[config.mk]
export PLATFORM = sky130hd
export DESIGN_NAME = i2s_tdm_tx
export DESIGN_NICKNAME = d
export VERILOG_FILES = /design/src/rtl/i2s_pkg.sv /design/src/rtl/i2s_sample_fifo.sv /design/src/rtl/i2s_tdm_tx.sv
export SDC_FILE = /design/constraint.sdc
export NUM_CORES = 1
export LEC_CHECK = 0
export ABC_AREA = 0
export ABC_CLOCK_PERIOD_IN_PS = 2650
export CORE_MARGIN = 5
export CORE_UTILIZATION = 50
export DETAILED_ROUTE_END_ITERATION = 8
export HOLD_SLACK_MARGIN = 0.15
export PLACE_DENSITY = 0.7
export SETUP_SLACK_MARGIN = 0.3
export SKIP_CTS_REPAIR_TIMING = 1
export SYNTH_ARGS = -nofsm -noshare
export SYNTH_HDL_FRONTEND = slang
export SYNTH_HIERARCHICAL = 1
export SYNTH_SLANG_ARGS = --single-unit
export TNS_END_PERCENT = 10
[constraint.sdc]
create_clock -name clk -period 2.65 [get_ports clk]
set_input_delay 0.265 -clock clk [delete_from_list [all_inputs] [get_ports clk]]
set_output_delay 0.265 -clock clk [all_outputs]
set_load 0.005 [all_outputs]
[src/rtl/i2s_pkg.sv]
// Shared types and width helpers for the I2S/TDM transmitter.
// No logic; used at elaboration only.
// No flow control.
package i2s_pkg;

    typedef enum logic {
        I2S_STD = 1'b0,
        I2S_LJ  = 1'b1
    } i2s_mode_e;

    typedef enum logic {
        IDLE = 1'b0,
        RUN  = 1'b1
    } tx_state_e;

    // Width of an occupancy counter that must reach the full depth.
    function automatic int lvl_w(input int depth);
        return $clog2(depth) + 1;
    endfunction

    // Width of a counter running 0..n-1 (never narrower than 1 bit).
    function automatic int cnt_w(input int n);
        return $clog2(n + 1);
    endfunction

endpackage

[src/rtl/i2s_sample_fifo.sv]
// Synchronous sample FIFO with occupancy level.
// Read data is combinational from the head entry; write visible next cycle.
// Push ignored when full, pop ignored when empty.
module i2s_sample_fifo
    import i2s_pkg::*;
#(
    parameter int WIDTH = 16,
    parameter int DEPTH = 8
) (
    input  logic                      clk,
    input  logic                      reset,
    input  logic                      push,
    input  logic [WIDTH-1:0]          din,
    input  logic                      pop,
    output logic [WIDTH-1:0]          dout,
    output logic                      full,
    output logic                      empty,
    output logic [lvl_w(DEPTH)-1:0]   level
);

    localparam int AW = $clog2(DEPTH);
    localparam int LW = lvl_w(DEPTH);
    localparam logic [LW-1:0] LVL_FULL = LW'(DEPTH);

    logic [WIDTH-1:0] mem [DEPTH];
    logic [AW-1:0]    wr_ptr;
    logic [AW-1:0]    rd_ptr;
    logic             do_push;
    logic             do_pop;

    assign full    = (level == LVL_FULL);
    assign empty   = (level == '0);
    assign do_push = push && !full;
    assign do_pop  = pop && !empty;
    assign dout    = mem[rd_ptr];

    always_ff @(posedge clk) begin
        if (do_push) begin
            mem[wr_ptr] <= din;
        end
    end

    always_ff @(posedge clk) begin
        if (reset) begin
            wr_ptr <= '0;
            rd_ptr <= '0;
            level  <= '0;
        end else begin
            if (do_push) wr_ptr <= wr_ptr + 1'b1;
            if (do_pop)  rd_ptr <= rd_ptr + 1'b1;
            case ({do_push, do_pop})
                2'b10:   level <= level + 1'b1;
                2'b01:   level <= level - 1'b1;
                default: level <= level;
            endcase
        end
    end

endmodule

[src/rtl/i2s_tdm_tx.sv]
// I2S/TDM serial audio transmitter: FIFO-buffered samples out MSB first, NUM_SLOTS per frame.
// Sample enters FIFO next cycle; first bit driven BCLK_HALF_DIV clks after leaving IDLE.
// s_ready drops when the FIFO is full; an empty FIFO at slot start sends zeros and flags underrun.
module i2s_tdm_tx
    import i2s_pkg::*;
#(
    parameter int BCLK_HALF_DIV = 16,
    parameter int MCLK_HALF_DIV = 4,
    parameter int SAMPLE_WIDTH  = 16,
    parameter int SLOT_WIDTH    = 32,
    parameter int NUM_SLOTS     = 2,
    parameter int MODE          = 0,
    parameter int FIFO_DEPTH    = 8
) (
    input  logic                            clk,
    input  logic                            reset,
    input  logic                            enable,
    input  logic [SAMPLE_WIDTH-1:0]         s_data,
    input  logic                            s_valid,
    output logic                            s_ready,
    input  logic                            clear_underrun,
    output logic                            mclk,
    output logic                            bclk,
    output logic                            ws,
    output logic                            sdata,
    output logic                            frame_start,
    output logic                            underrun_flag,
    output logic [lvl_w(FIFO_DEPTH)-1:0]    fifo_level
);

    localparam int MW = cnt_w(MCLK_HALF_DIV);
    localparam int BW = cnt_w(BCLK_HALF_DIV);
    localparam int PW = cnt_w(SLOT_WIDTH);
    localparam int KW = cnt_w(NUM_SLOTS);
    localparam logic [MW-1:0] M_LAST = MW'(MCLK_HALF_DIV - 1);
    localparam logic [BW-1:0] B_LAST = BW'(BCLK_HALF_DIV - 1);
    localparam logic [PW-1:0] P_LAST = PW'(SLOT_WIDTH - 1);
    localparam logic [KW-1:0] K_LAST = KW'(NUM_SLOTS - 1);
    localparam logic [KW-1:0] K_HALF = KW'(NUM_SLOTS / 2);
    localparam i2s_mode_e     MODE_E = (MODE == 1) ? I2S_LJ : I2S_STD;

    tx_state_e                 state;
    logic [MW-1:0]             mclk_cnt;
    logic [BW-1:0]             bclk_cnt;
    logic [PW-1:0]             bit_cnt;
    logic [KW-1:0]             slot_cnt;
    logic [PW-1:0]             nxt_p;
    logic [KW-1:0]             nxt_k;
    logic [SAMPLE_WIDTH-1:0]   shreg;
    logic [SAMPLE_WIDTH-1:0]   fifo_dout;
    logic [SAMPLE_WIDTH-1:0]   sample;
    logic                      started;
    logic                      tick, drive, frame_edge, stop, pop_req;
    logic                      fifo_full, fifo_empty, ws_val;

    i2s_sample_fifo #(
        .WIDTH (SAMPLE_WIDTH),
        .DEPTH (FIFO_DEPTH)
    ) u_fifo (
        .clk   (clk),
        .reset (reset),
        .push  (s_valid),
        .din   (s_data),
        .pop   (pop_req),
        .dout  (fifo_dout),
        .full  (fifo_full),
        .empty (fifo_empty),
        .level (fifo_level)
    );

    assign s_ready = !fifo_full;

    always_ff @(posedge clk) begin
        if (reset) begin
            mclk_cnt <= '0;
            mclk     <= 1'b0;
        end else if (mclk_cnt == M_LAST) begin
            mclk_cnt <= '0;
            mclk     <= ~mclk;
        end else begin
            mclk_cnt <= mclk_cnt + 1'b1;
        end
    end

    // The first tick after leaving IDLE is a data-drive edge even though bclk is already low.
    assign tick       = (state == RUN) && (bclk_cnt == B_LAST);
    assign drive      = tick && (bclk || !started);
    assign frame_edge = drive && (bit_cnt == '0) && (slot_cnt == '0);
    assign stop       = frame_edge && !enable;
    assign pop_req    = drive && (bit_cnt == '0) && !stop;
    assign sample     = fifo_empty ? '0 : fifo_dout;

    always_comb begin
        nxt_p = bit_cnt + 1'b1;
        nxt_k = slot_cnt;
        if (bit_cnt == P_LAST) begin
            nxt_p = '0;
            nxt_k = (slot_cnt == K_LAST) ? '0 : slot_cnt + 1'b1;
        end
        // Standard I2S shows the word select of the bit that follows.
        ws_val = (MODE_E == I2S_LJ) ? (slot_cnt >= K_HALF) : (nxt_k >= K_HALF);
    end

    always_ff @(posedge clk) begin
        if (reset) begin
            state       <= IDLE;
            bclk_cnt    <= '0;
            bit_cnt     <= '0;
            slot_cnt    <= '0;
            shreg       <= '0;
            started     <= 1'b0;
            bclk        <= 1'b0;
            ws          <= 1'b0;
            sdata       <= 1'b0;
            frame_start <= 1'b0;
        end else begin
            frame_start <= 1'b0;
            case (state)
                IDLE: begin
                    if (enable) begin
                        state    <= RUN;
                        bclk_cnt <= '0;
                        bit_cnt  <= '0;
                        slot_cnt <= '0;
                        started  <= 1'b0;
                    end
                end
                RUN: begin
                    bclk_cnt <= tick ? '0 : bclk_cnt + 1'b1;
                    if (stop) begin
                        state <= IDLE;
                        bclk  <= 1'b0;
                        ws    <= 1'b0;
                        sdata <= 1'b0;
                    end else if (drive) begin
                        bclk        <= 1'b0;
                        started     <= 1'b1;
                        ws          <= ws_val;
                        frame_start <= frame_edge;
                        bit_cnt     <= nxt_p;
                        slot_cnt    <= nxt_k;
                        // Shifted-out zeros supply the padding bits past SAMPLE_WIDTH.
                        if (bit_cnt == '0) begin
                            sdata <= sample[SAMPLE_WIDTH-1];
                            shreg <= sample << 1;
                        end else begin
                            sdata <= shreg[SAMPLE_WIDTH-1];
                            shreg <= shreg << 1;
                        end
                    end else if (tick) begin
                        bclk <= 1'b1;
                    end
                end
                default: state <= IDLE;
            endcase
        end
    end

    always_ff @(posedge clk) begin
        if (reset) begin
            underrun_flag <= 1'b0;
        end else if (pop_req && fifo_empty) begin
            underrun_flag <= 1'b1;
        end else if (clear_underrun) begin
            underrun_flag <= 1'b0;
        end
    end

endmodule

==> flow_summary.yaml <==
critical_path:
  max_stage_delay_ps: 390
  timing.critical_path.required_ps: 3010
  reg_to_reg_critical_path_startpoint: "bclk_cnt[0]$_SDFFE_PP0P_"
  arrival_ps: 2910
  timing.critical_path.fanout_max: 3
  cp_cell_sequence: "ha_4 -> and4b_1 -> and3_4 -> nand2_4 -> nor2_4 -> o41a_1 -> ha_2 -> xor2_1 -> ha_2 -> a21oi_2 -> xor2_1 -> or3_1 -> a21oi_2"
  worstSetupStartpointType: "flop"
  timing.critical_path.from: "bclk_cnt[0]$_SDFFE_PP0P_"
  end_kind: "flop"
  r2r.worst_path.cells: 13
  cpMaxStageDelayCell: "or3_1"
  worstSetupPathType: "reg2reg"
timing:
  max_slew.worst_pin.slew_ps: 447
  unrepaired_setup_endpoints_after_global_routing: "yes"
  period_share: 0.962
  max-slew-margin-rel: 0.702
  setup_viol: 0
  fin_tns_setup_ps: 0
  shortest_clock_period_the_worst_path_allows_after_layout_ps: 2550
  slack_of_the_critical_path_ps: 101
  clock-skew-final_ps: 8.54
  report.final.hold_viol_count: 0
  slew_violations: 0
  timing.fmax_mhz: 392
floorplanning:
  die_area_um2: 18000
  initial_utilization: 0.508
  placementRows: 45
  die_x_um: 134
  chipHeight_um: 134
  boundaryPins: 32
  floorplan.core_area_um2: 15100
route:
  wl_mm: 14.9
  drt_first_pass_iters: 5
  detail_route.drc_violations: 0
  post_drt_via_cell_ratio: 5.84
  number_of_vias_after_detailed_routing: 4401
  avgRoutedWirePerCell_um: 19.7
  detailedRoute.firstIterationViolations: 328
  drt.antenna.violating_nets: 0
power_and_ir_drop:
  max-vdd-ir-drop_mv: 0.502
  p_leak_nw: 3.05
  power.density_nw_per_um2: 655
final_layout:
  multiInputGateArea_um2: 2720
  final_core_occ: 0.600
  fraction_of_final_layout_cells_sized_beyond_drive_strength_1: 0.237
  diodes: 0
  synthToLayoutAreaGrowth_pct: 18.1
  final_net_count: 584
  sequential_cell_area_um2: 4890
  mostFrequentLayoutCell: "edfxtp_1"
  nFillCells: 1133
  layout.cells.most_common_list: "edfxtp_1 (128), dfxtp_1 (49), buf_4 (39), a21oi_1 (30), clkdlybuf4s50_1 (30)"
hold_path:
  holdPathStages: 2
  min-delay-start: "reset"
  min-delay-path-class: "in2reg"
synthesis:
  synth.yosys.seq_area_share: 0.635
  yosysUniqueCellTypes: 54
  syn_avg_cell_area_um2: 15.6
  syn-num-nets: 523
  synth_ff_type: "edfxtp_1"
  synthArstFlopShare: 0
  yosys-top-cells-area: "edfxtp_1 (50%), dfxtp_1 (14%), mux4_1 (9.6%)"
  yosys_warnings: 6
  synth_top_cell_area_share: 0.500
  mappedNetlistArea_um2: 7690
  netlist.top_cell.by_area: "edfxtp_1"
  synth_edf_count: 128
  yosys_register_bits: 180
  postSynthCellCount: 492
clocking:
  clock_tree.buffer_depth: 2
  root_buffer: "clkbuf_16"
  h-tree-depth: 4
  count_of_clock_tree_sinks: 180
  cts_tree: "done"
  clk_transition_reported_paths_ps: 60
  cts-buffers-inserted: 17
  clock_insertion_delay_worst_skew_ps: 430
global_routing:
  grt_pass1_vias: 4575
  grt_start_max_net_pins: 33
  grt_first_pass_wirelength_mm: 23.7
  globalRoute.totalOverflow: 0
  initial_antenna_violation_count: 0
  grt_usage: 0.172
placed_design:
  port_buffer_count: 31
  dpl.hpwl_mm: 9.06
  gp_routability_congestion: 0.839
  pre_cts_ws_ps: 24.3
run:
  cap_viol_max_count: 0
outcome:
  run_status: "finished, final reports clean"
-- cell usage after synthesis (all sizes together) (2+ instances only) --
library cell	count
o32ai	3
nor3	7
o21ai	8
or4	2
inv	7
a21boi	2
xnor2	2
mux2i	3
nand3b	2
nor4	2
mux2	17
and4b	2
xor2	7
a311oi	15
a211o	2
a31oi	3
nand2b	9
nand4b	17
clkbuf	10
and3	4
a21oi	32
or4b	3
nor2b	8
nand3	10
nand4	3
edfxtp	128
nor2	25
or3	3
buf	19
nand2	30
dfxtp	52
mux4	32
nor3b	2
or2	2
ha	10
-- critical path, delay by kind of cell (launching register included) --
kind | cells | cell delay [ps]
and+or+nand+nor | 5 | 920
adders and majority gates | 3 | 540
DFF | 1 | 360
AOI/OAI and AO/OA | 3 | 360
xor gates and xnor gates | 2 | 310
-- path summary, 6_finish.rpt --
kind	to	slack (ps)
worst max register to register	u_fifo/level[2]$_SDFFE_PP0P_	100
worst min register to register	mclk_cnt[0]$_SDFF_PP0_	430
worst min-delay path	u_fifo/level[1]$_SDFFE_PP0P_	270
worst max-delay path	u_fifo/level[2]$_SDFFE_PP0P_	100
-- logic make-up after synthesis --
group	count (synthesis)	share of synthesized area
flops	180	0.635
simple gates	134	0.105
compound gates	71	0.0711
mux	52	0.136
buf+inv	36	0.0267
fa+ha+maj	10	0.0163
xor+xnor	9	0.0102
-- layout make-up --
| class | count | area share |
|---|---|---|
| clock buffers | 17 | 0.0468 |
| multi-input cells | 276 | 0.299 |
| well taps | 188 | 0.0259 |
| inverters | 7 | 0.00289 |
| clock inverters | 14 | 0.0194 |
| repair buffers | 71 | 0.0680 |
| flip-flops and latches | 180 | 0.538 |
-- metal layers --
metal  vias to the layer above  wire (um)  global-route usage
met2                        96       7420               0.286
li1                       2075          -                   -
met4                         0        301              0.0645
met1                      2206       6420               0.220
met5                         -          0                   0
met3                        24        719              0.0420
-- registers in the layout (all words and copies together), names as in the netlist, named ones only --
| signal | flops |
|---|---|
| shreg | 15 |
| underrun_flag | 1 |
| bit_cnt | 6 |
| sdata | 1 |
| u_fifo/level | 4 |
| bclk_cnt | 5 |
| frame_start | 1 |
| u_fifo/wr_ptr | 3 |
| u_fifo/rd_ptr | 3 |
| bclk | 1 |
| state | 1 |
| mclk_cnt | 3 |
| started | 1 |
| slot_cnt | 2 |
| u_fifo/mem | 128 |
| mclk | 1 |
| ws | 1 |
-- stage by stage --
stage	total power [mW]	std cells	area, um^2	hold slack, ps
after detailed placement	3.46	716	8380	424
final	5.95	753	9090	270
after global routing	6.17	753	9090	267
after global placement	3.44	716	8380	412
after CTS	6.00	747	8980	241
after floorplan	3.32	492	7740	364
-- power breakdown --
part	total (mW)	switching (mW)	internal, mW
combinational	0.319	0.177	0.142
clock	2.55	1.06	1.49
sequential	3.08	0.0177	3.06
total	5.95	1.25	4.70
Note: power is estimated with default switching activity, not from simulation.
